## config.mk

```make
export PLATFORM = sky130hd
export DESIGN_NAME = rom_boot_fetch
export DESIGN_NICKNAME = d
export VERILOG_FILES = /design/src/rtl/rom_boot_fetch.sv
export SDC_FILE = /design/constraint.sdc
export NUM_CORES = 1
export LEC_CHECK = 0
export CORE_MARGIN = 5
export CORE_UTILIZATION = 44
export CTS_CLUSTER_SIZE = 8
export DETAILED_ROUTE_END_ITERATION = 12
export HOLD_SLACK_MARGIN = 0.06
export PLACE_DENSITY_LB_ADDON = 0.12
export SETUP_SLACK_MARGIN = 0.1
export SYNTH_ARGS = -nofsm -noshare
export SYNTH_HDL_FRONTEND = slang
export SYNTH_SLANG_ARGS = --single-unit
```

## constraint.sdc

```tcl
create_clock -name clk -period 2.35 [get_ports clk]
set_input_delay 0.47 -clock clk [delete_from_list [all_inputs] [get_ports clk]]
set_output_delay 0.47 -clock clk [all_outputs]
set_load 0.02 [all_outputs]
```

## src/rtl/rom_boot_fetch.sv

```systemverilog
// Boot ROM fetch engine: assembles 1..NHW halfwords from an async-read 16-bit ROM.
// Optional one-line prefetch buffer enabled by `define ROM_BOOT_FETCH_PREF_EN.
module rom_boot_fetch #(
  parameter int NHW  = 2,
  parameter int ADRW = 8,
  parameter int WAIT = 0
) (
  input  logic                clk,
  input  logic                rst,
  input  logic                req,
  input  logic [ADRW-1:0]     adr,
  input  logic                fcmdl,
  output logic [16*NHW-1:0]   dat,
  output logic                ack,
  output logic                busy,
  output logic [ADRW-1:0]     rom_adr,
  input  logic [15:0]         rom_dat,
  input  logic [15:0]         rom_siz,
  output logic [15:0]         romsiz
);

  // state | meaning
  // IDLE  | waiting for req; rom_adr holds its last value
  // ACC   | reading halfwords for the requested fetch
  // DONE  | one-cycle ack, dat valid
  // PREF  | background fetch of the next line into pbuf (prefetch build only)

  localparam int              DW    = 16 * NHW;
  localparam logic [ADRW-1:0] LMASK = ADRW'(NHW - 1);
  localparam logic [ADRW-1:0] LSTEP = ADRW'(NHW);
  localparam logic [1:0]      WLOAD = 2'(WAIT);
  localparam logic [1:0]      HLOAD = 2'(NHW - 1);

`ifdef ROM_BOOT_FETCH_PREF_EN
  typedef enum logic [1:0] {S_IDLE, S_ACC, S_DONE, S_PREF} state_t;
`else
  typedef enum logic [1:0] {S_IDLE, S_ACC, S_DONE} state_t;
`endif

  state_t          state_q, state_d;
  logic [ADRW-1:0] rom_adr_q, rom_adr_d;
  logic [1:0]      wcnt_q, wcnt_d;
  logic [1:0]      hcnt_q, hcnt_d;
  logic            full_q, full_d;
  logic [DW-1:0]   sreg_q, sreg_d;
  logic [DW-1:0]   dat_q, dat_d;
`ifdef ROM_BOOT_FETCH_PREF_EN
  logic [ADRW-1:0] base_q, base_d;
  logic [ADRW-1:0] pline_q, pline_d;
  logic [DW-1:0]   pbuf_q, pbuf_d;
  logic            pvalid_q, pvalid_d;
`endif

  logic            start, stepping, last_cap, hit;
  logic [ADRW-1:0] req_base;
  logic [DW-1:0]   shifted;

  always_comb begin
    state_d   = state_q;
    rom_adr_d = rom_adr_q;
    wcnt_d    = wcnt_q;
    hcnt_d    = hcnt_q;
    full_d    = full_q;
    sreg_d    = sreg_q;
    dat_d     = dat_q;
`ifdef ROM_BOOT_FETCH_PREF_EN
    base_d    = base_q;
    pline_d   = pline_q;
    pbuf_d    = pbuf_q;
    pvalid_d  = pvalid_q;
`endif
    start    = 1'b0;
    hit      = 1'b0;
    shifted  = DW'({sreg_q, rom_dat});
    req_base = fcmdl ? (adr & ~LMASK) : adr;
    stepping = (state_q == S_ACC);
`ifdef ROM_BOOT_FETCH_PREF_EN
    if (state_q == S_PREF && !req) stepping = 1'b1;
    hit = fcmdl && pvalid_q && (req_base == pline_q);
`endif
    last_cap = stepping && (wcnt_q == '0) && (hcnt_q == '0);

    // Shared halfword sequencer for demand fetches and prefetches
    if (stepping) begin
      if (wcnt_q == '0) begin
        sreg_d = shifted;
        if (hcnt_q != '0) begin
          rom_adr_d = rom_adr_q + ADRW'(1);
          hcnt_d    = hcnt_q - 2'd1;
          wcnt_d    = WLOAD;
        end
      end else begin
        wcnt_d = wcnt_q - 2'd1;
      end
    end

    case (state_q)
      S_IDLE: start = req;
      S_ACC: begin
        if (last_cap) begin
          state_d = S_DONE;
          dat_d   = full_q ? shifted : DW'(rom_dat);
        end
      end
      S_DONE: begin
        state_d = S_IDLE;
`ifdef ROM_BOOT_FETCH_PREF_EN
        if (full_q) begin
          state_d   = S_PREF;
          pline_d   = base_q + LSTEP;
          rom_adr_d = base_q + LSTEP;
          hcnt_d    = HLOAD;
          wcnt_d    = WLOAD;
          pvalid_d  = 1'b0;
        end
`endif
      end
`ifdef ROM_BOOT_FETCH_PREF_EN
      S_PREF: begin
        if (req) begin
          start = 1'b1;
        end else if (last_cap) begin
          pbuf_d   = shifted;
          pvalid_d = 1'b1;
          state_d  = S_IDLE;
        end
      end
`endif
      default: state_d = S_IDLE;
    endcase

    // A request taken in IDLE (or aborting a prefetch) overrides the above
    if (start) begin
      full_d = fcmdl;
`ifdef ROM_BOOT_FETCH_PREF_EN
      base_d   = req_base;
      pvalid_d = 1'b0;
`endif
      if (hit) begin
        state_d = S_DONE;
`ifdef ROM_BOOT_FETCH_PREF_EN
        dat_d = pbuf_q;
`endif
      end else begin
        state_d   = S_ACC;
        rom_adr_d = req_base;
        hcnt_d    = fcmdl ? HLOAD : 2'd0;
        wcnt_d    = WLOAD;
      end
    end
  end

  always_ff @(posedge clk or posedge rst) begin
    if (rst) begin
      state_q   <= S_IDLE;
      rom_adr_q <= '0;
      wcnt_q    <= '0;
      hcnt_q    <= '0;
      full_q    <= 1'b0;
      sreg_q    <= '0;
      dat_q     <= '0;
`ifdef ROM_BOOT_FETCH_PREF_EN
      base_q    <= '0;
      pline_q   <= '0;
      pbuf_q    <= '0;
      pvalid_q  <= 1'b0;
`endif
    end else begin
      state_q   <= state_d;
      rom_adr_q <= rom_adr_d;
      wcnt_q    <= wcnt_d;
      hcnt_q    <= hcnt_d;
      full_q    <= full_d;
      sreg_q    <= sreg_d;
      dat_q     <= dat_d;
`ifdef ROM_BOOT_FETCH_PREF_EN
      base_q    <= base_d;
      pline_q   <= pline_d;
      pbuf_q    <= pbuf_d;
      pvalid_q  <= pvalid_d;
`endif
    end
  end

  assign dat     = dat_q;
  assign ack     = (state_q == S_DONE);
  assign busy    = (state_q == S_ACC) || (state_q == S_DONE);
  assign rom_adr = rom_adr_q;
  assign romsiz  = rom_siz;

endmodule
```

==> flow_metrics.tcl <==
set metrics [dict create \
    status "completed" \
    die_w_um 89.3 \
    finalClockSkew_ns 0.00942 \
    seq_area_sq_um 1580 \
    syn_inst 276 \
    synth_top_area_share_pct 57.0 \
    fin_crit_sh_pct 89.7 \
    yosysUniqueCellTypes 29 \
    drc 0 \
    grt_util_all_layers_pct 15.6 \
    max_slew.worst_pin.slew_ns 0.584 \
    yosysWarnings 0 \
    p_total_w 0.00556 \
    worstSetupPathType "register to primary output" \
    syn_to_final_growth_pct 31.8 \
    ys_seq_area_share_pct 57.0 \
    avgRoutedWirePerCell_um 14.0 \
    crit_path_end_kind "primary output" \
    power_density_nw_per_um2 1530 \
    syn_area_sq_um 2770 \
    synth_seq_cells 63 \
    ys.flop_type "dfrtp_1" \
    rsz0062_at_grt "false" \
    die-area_sq_um 7970 \
    critPathLaunchType "register" \
    boundaryPins 102 \
    tns_ns 0 \
    maxSlewViolCount 0 \
    rows 28 \
    slew_headroom_pct 61.1 \
    async_reset_ff_share_pct 100 \
    synthTopCellsByArea "dfrtp_1 57%, nand2_1 13%, mux2_2 6.5%" \
    p_leak_nw 1.63 \
    multi_input_area_sq_um 992 \
    grt_pass1_wl_um 9380 \
    via_count 1993 \
    cts_made_buffers 9 \
    routed_via_density 4.85 \
    cap_violations 0 \
    min_period_ns 2.11 \
    timing_hold_violations_final 0 \
    critical_path_arrival_ns 1.64 \
    drive_gt1_share_pct 11.6 \
    clock_tree.root_cell "clkbuf_8" \
    synth_edf_count 0 \
    place_congestion 0.783 \
    portBuffers 69 \
    dr.pass1.iters 4 \
    antenna_found_initial 0 \
    synth_area_leader_cell "dfrtp_1" \
    grt_max_degree 64 \
    cts_tree "built" \
    reg2reg_slack_ns 0.34 \
    die_h_um 89.3 \
    path_clk_slew_ns 0.07 \
    hp-class "register to register" \
    drt_iter0_markers 60 \
    hold_buffers 0 \
    grt_overflow_total 0 \
    yosysMostFrequentCell "nand2_1" \
    yosys-top-cells-count "93 x nand2_1, 63 x dfrtp_1, 27 x o21ai_0, 16 x buf_4, 16 x mux2_2" \
    cts_sinks 63 \
    n_antenna_cell 0 \
    setup_violations 0 \
    drt_wl_total_um 5770 \
    initial_core_util_pct 45.9 \
    clk_path_buf_depth 2 \
    synth_area_per_cell_sq_um 10.0 \
    clk_latency_ns 0.33 \
    critPathMaxFanout 3 \
    place_ws_ns 0.205 \
    final_nets 380 \
    fmax_mhz 475 \
    required_ns 1.88 \
    setup_ws_ns 0.243 \
    ant_nets 0 \
    num-fill-cells 545 \
    fp.coreArea_sq_um 6030 \
    first_global_vias 1944 \
    syn_nets 325 \
    cts-htree-levels 3 \
    hpwl_um 3930 \
    peakVddDrop_mv 0.688 \
]
## logic make-up (layout without fill, tap and decap cells)
group	count (synthesis)	after routing	share of synthesized area, %
compound gates	32	32	6.11
xor+xnor	8	8	2.53
fa+ha+maj	5	5	2.26
buf+inv	36	96	7.38
flops	63	63	57.0
mux	17	17	6.88
simple gates	115	115	17.8
## cells in the final DEF, fill, tap and decap left out, drive strengths merged
| cell | instances |
|---|---|
| nand2 | 93 |
| clkdlybuf4s50 | 69 |
| dfrtp | 63 |
| o21ai | 27 |
| mux2 | 16 |
| clkbuf | 13 |
| inv | 7 |
| xnor2 | 6 |
| ha | 5 |
| nor2 | 5 |
| buf | 4 |
| nand3b | 3 |
| nor2b | 3 |
| a21oi | 2 |
| nor3 | 2 |
| nand4 | 2 |
| xor2 | 2 |
| clkinv | 2 |
| and2 | 1 |
| or3b | 1 |
| a211oi | 1 |
| nand3 | 1 |
| nor4 | 1 |
| nor3b | 1 |
| a21boi | 1 |
| and3 | 1 |
| nand2b | 1 |
| o22a | 1 |
| mux2i | 1 |
| bufinv | 1 |
## routing by layer
layer / GRT usage, % / share of wire [%] / routed length [um]
met1: 21.8 / 46 / 2640
met2: 22.2 / 45 / 2570
met3: 4.33 / 7.3 / 423
met4: 7.71 / 2.3 / 133
met5: 0 / 0 / 0
## through the flow
step	cells	hold WS [ns]	area, sq um	util [%]
4_1_cts	411	0.478	3640	60.4
2_1_floorplan	276	0.446	2770	-
3_5_place_dp	395	0.463	3430	57.0
6_report	411	0.476	3640	60.5
5_1_grt	411	0.493	3640	60.5
3_3_place_gp	395	0.458	3430	57.0
## power by group
group / total [W] / switching (W) / internal [W]
Combinational: 0.00262 / 0.00138 / 0.00124
Clock: 0.000963 / 0.000389 / 0.000574
Sequential: 0.00198 / 0.000354 / 0.00163
## layout make-up
cell class	count	share of cell area [%]
clock buffers	13	4.64
clock inverters	3	1.10
inverters	7	0.721
multi-input cells	177	27.2
flip-flops and latches	63	43.3
well taps	75	2.58
repair buffers	73	20.5
## sequential cells by signal (all words and copies together), names as in the netlist
signal,flops
wcnt_q,2
sreg_q,16
full_q,1
hcnt_q,2
dat,32
state_q,2
rom_adr,8
## worst max-delay path: stages, from the launching register on
cell,delay [ns]
dfrtp_1,0.37
inv_1,0.07
ha_1,0.27
clkdlybuf4s50_1,0.59
## path summary, 6_finish.rpt
check,startpoint,to,cells past startpoint
setup / recovery,state_q[0],busy,3
hold / removal,sreg_q[1],sreg_q[1],2
setup reg to reg,state_q[1],rom_adr[1],6
hold reg to reg,sreg_q[1],sreg_q[1],2
max in group asynchronous,rst,sreg_q[1],3
min in group asynchronous,rst,dat[25],3
## timing repair
| item | 4_1_cts | 5_1_grt |
|---|---|---|
| hold endpoints to repair | 0 | 0 |
| setup endpoints to repair | 0 | 2 |
| gates resized for setup | 0 | 1 |
| buffers inserted | 0 | 0 |
No activity file was read; power rests on OpenSTA's default activity.
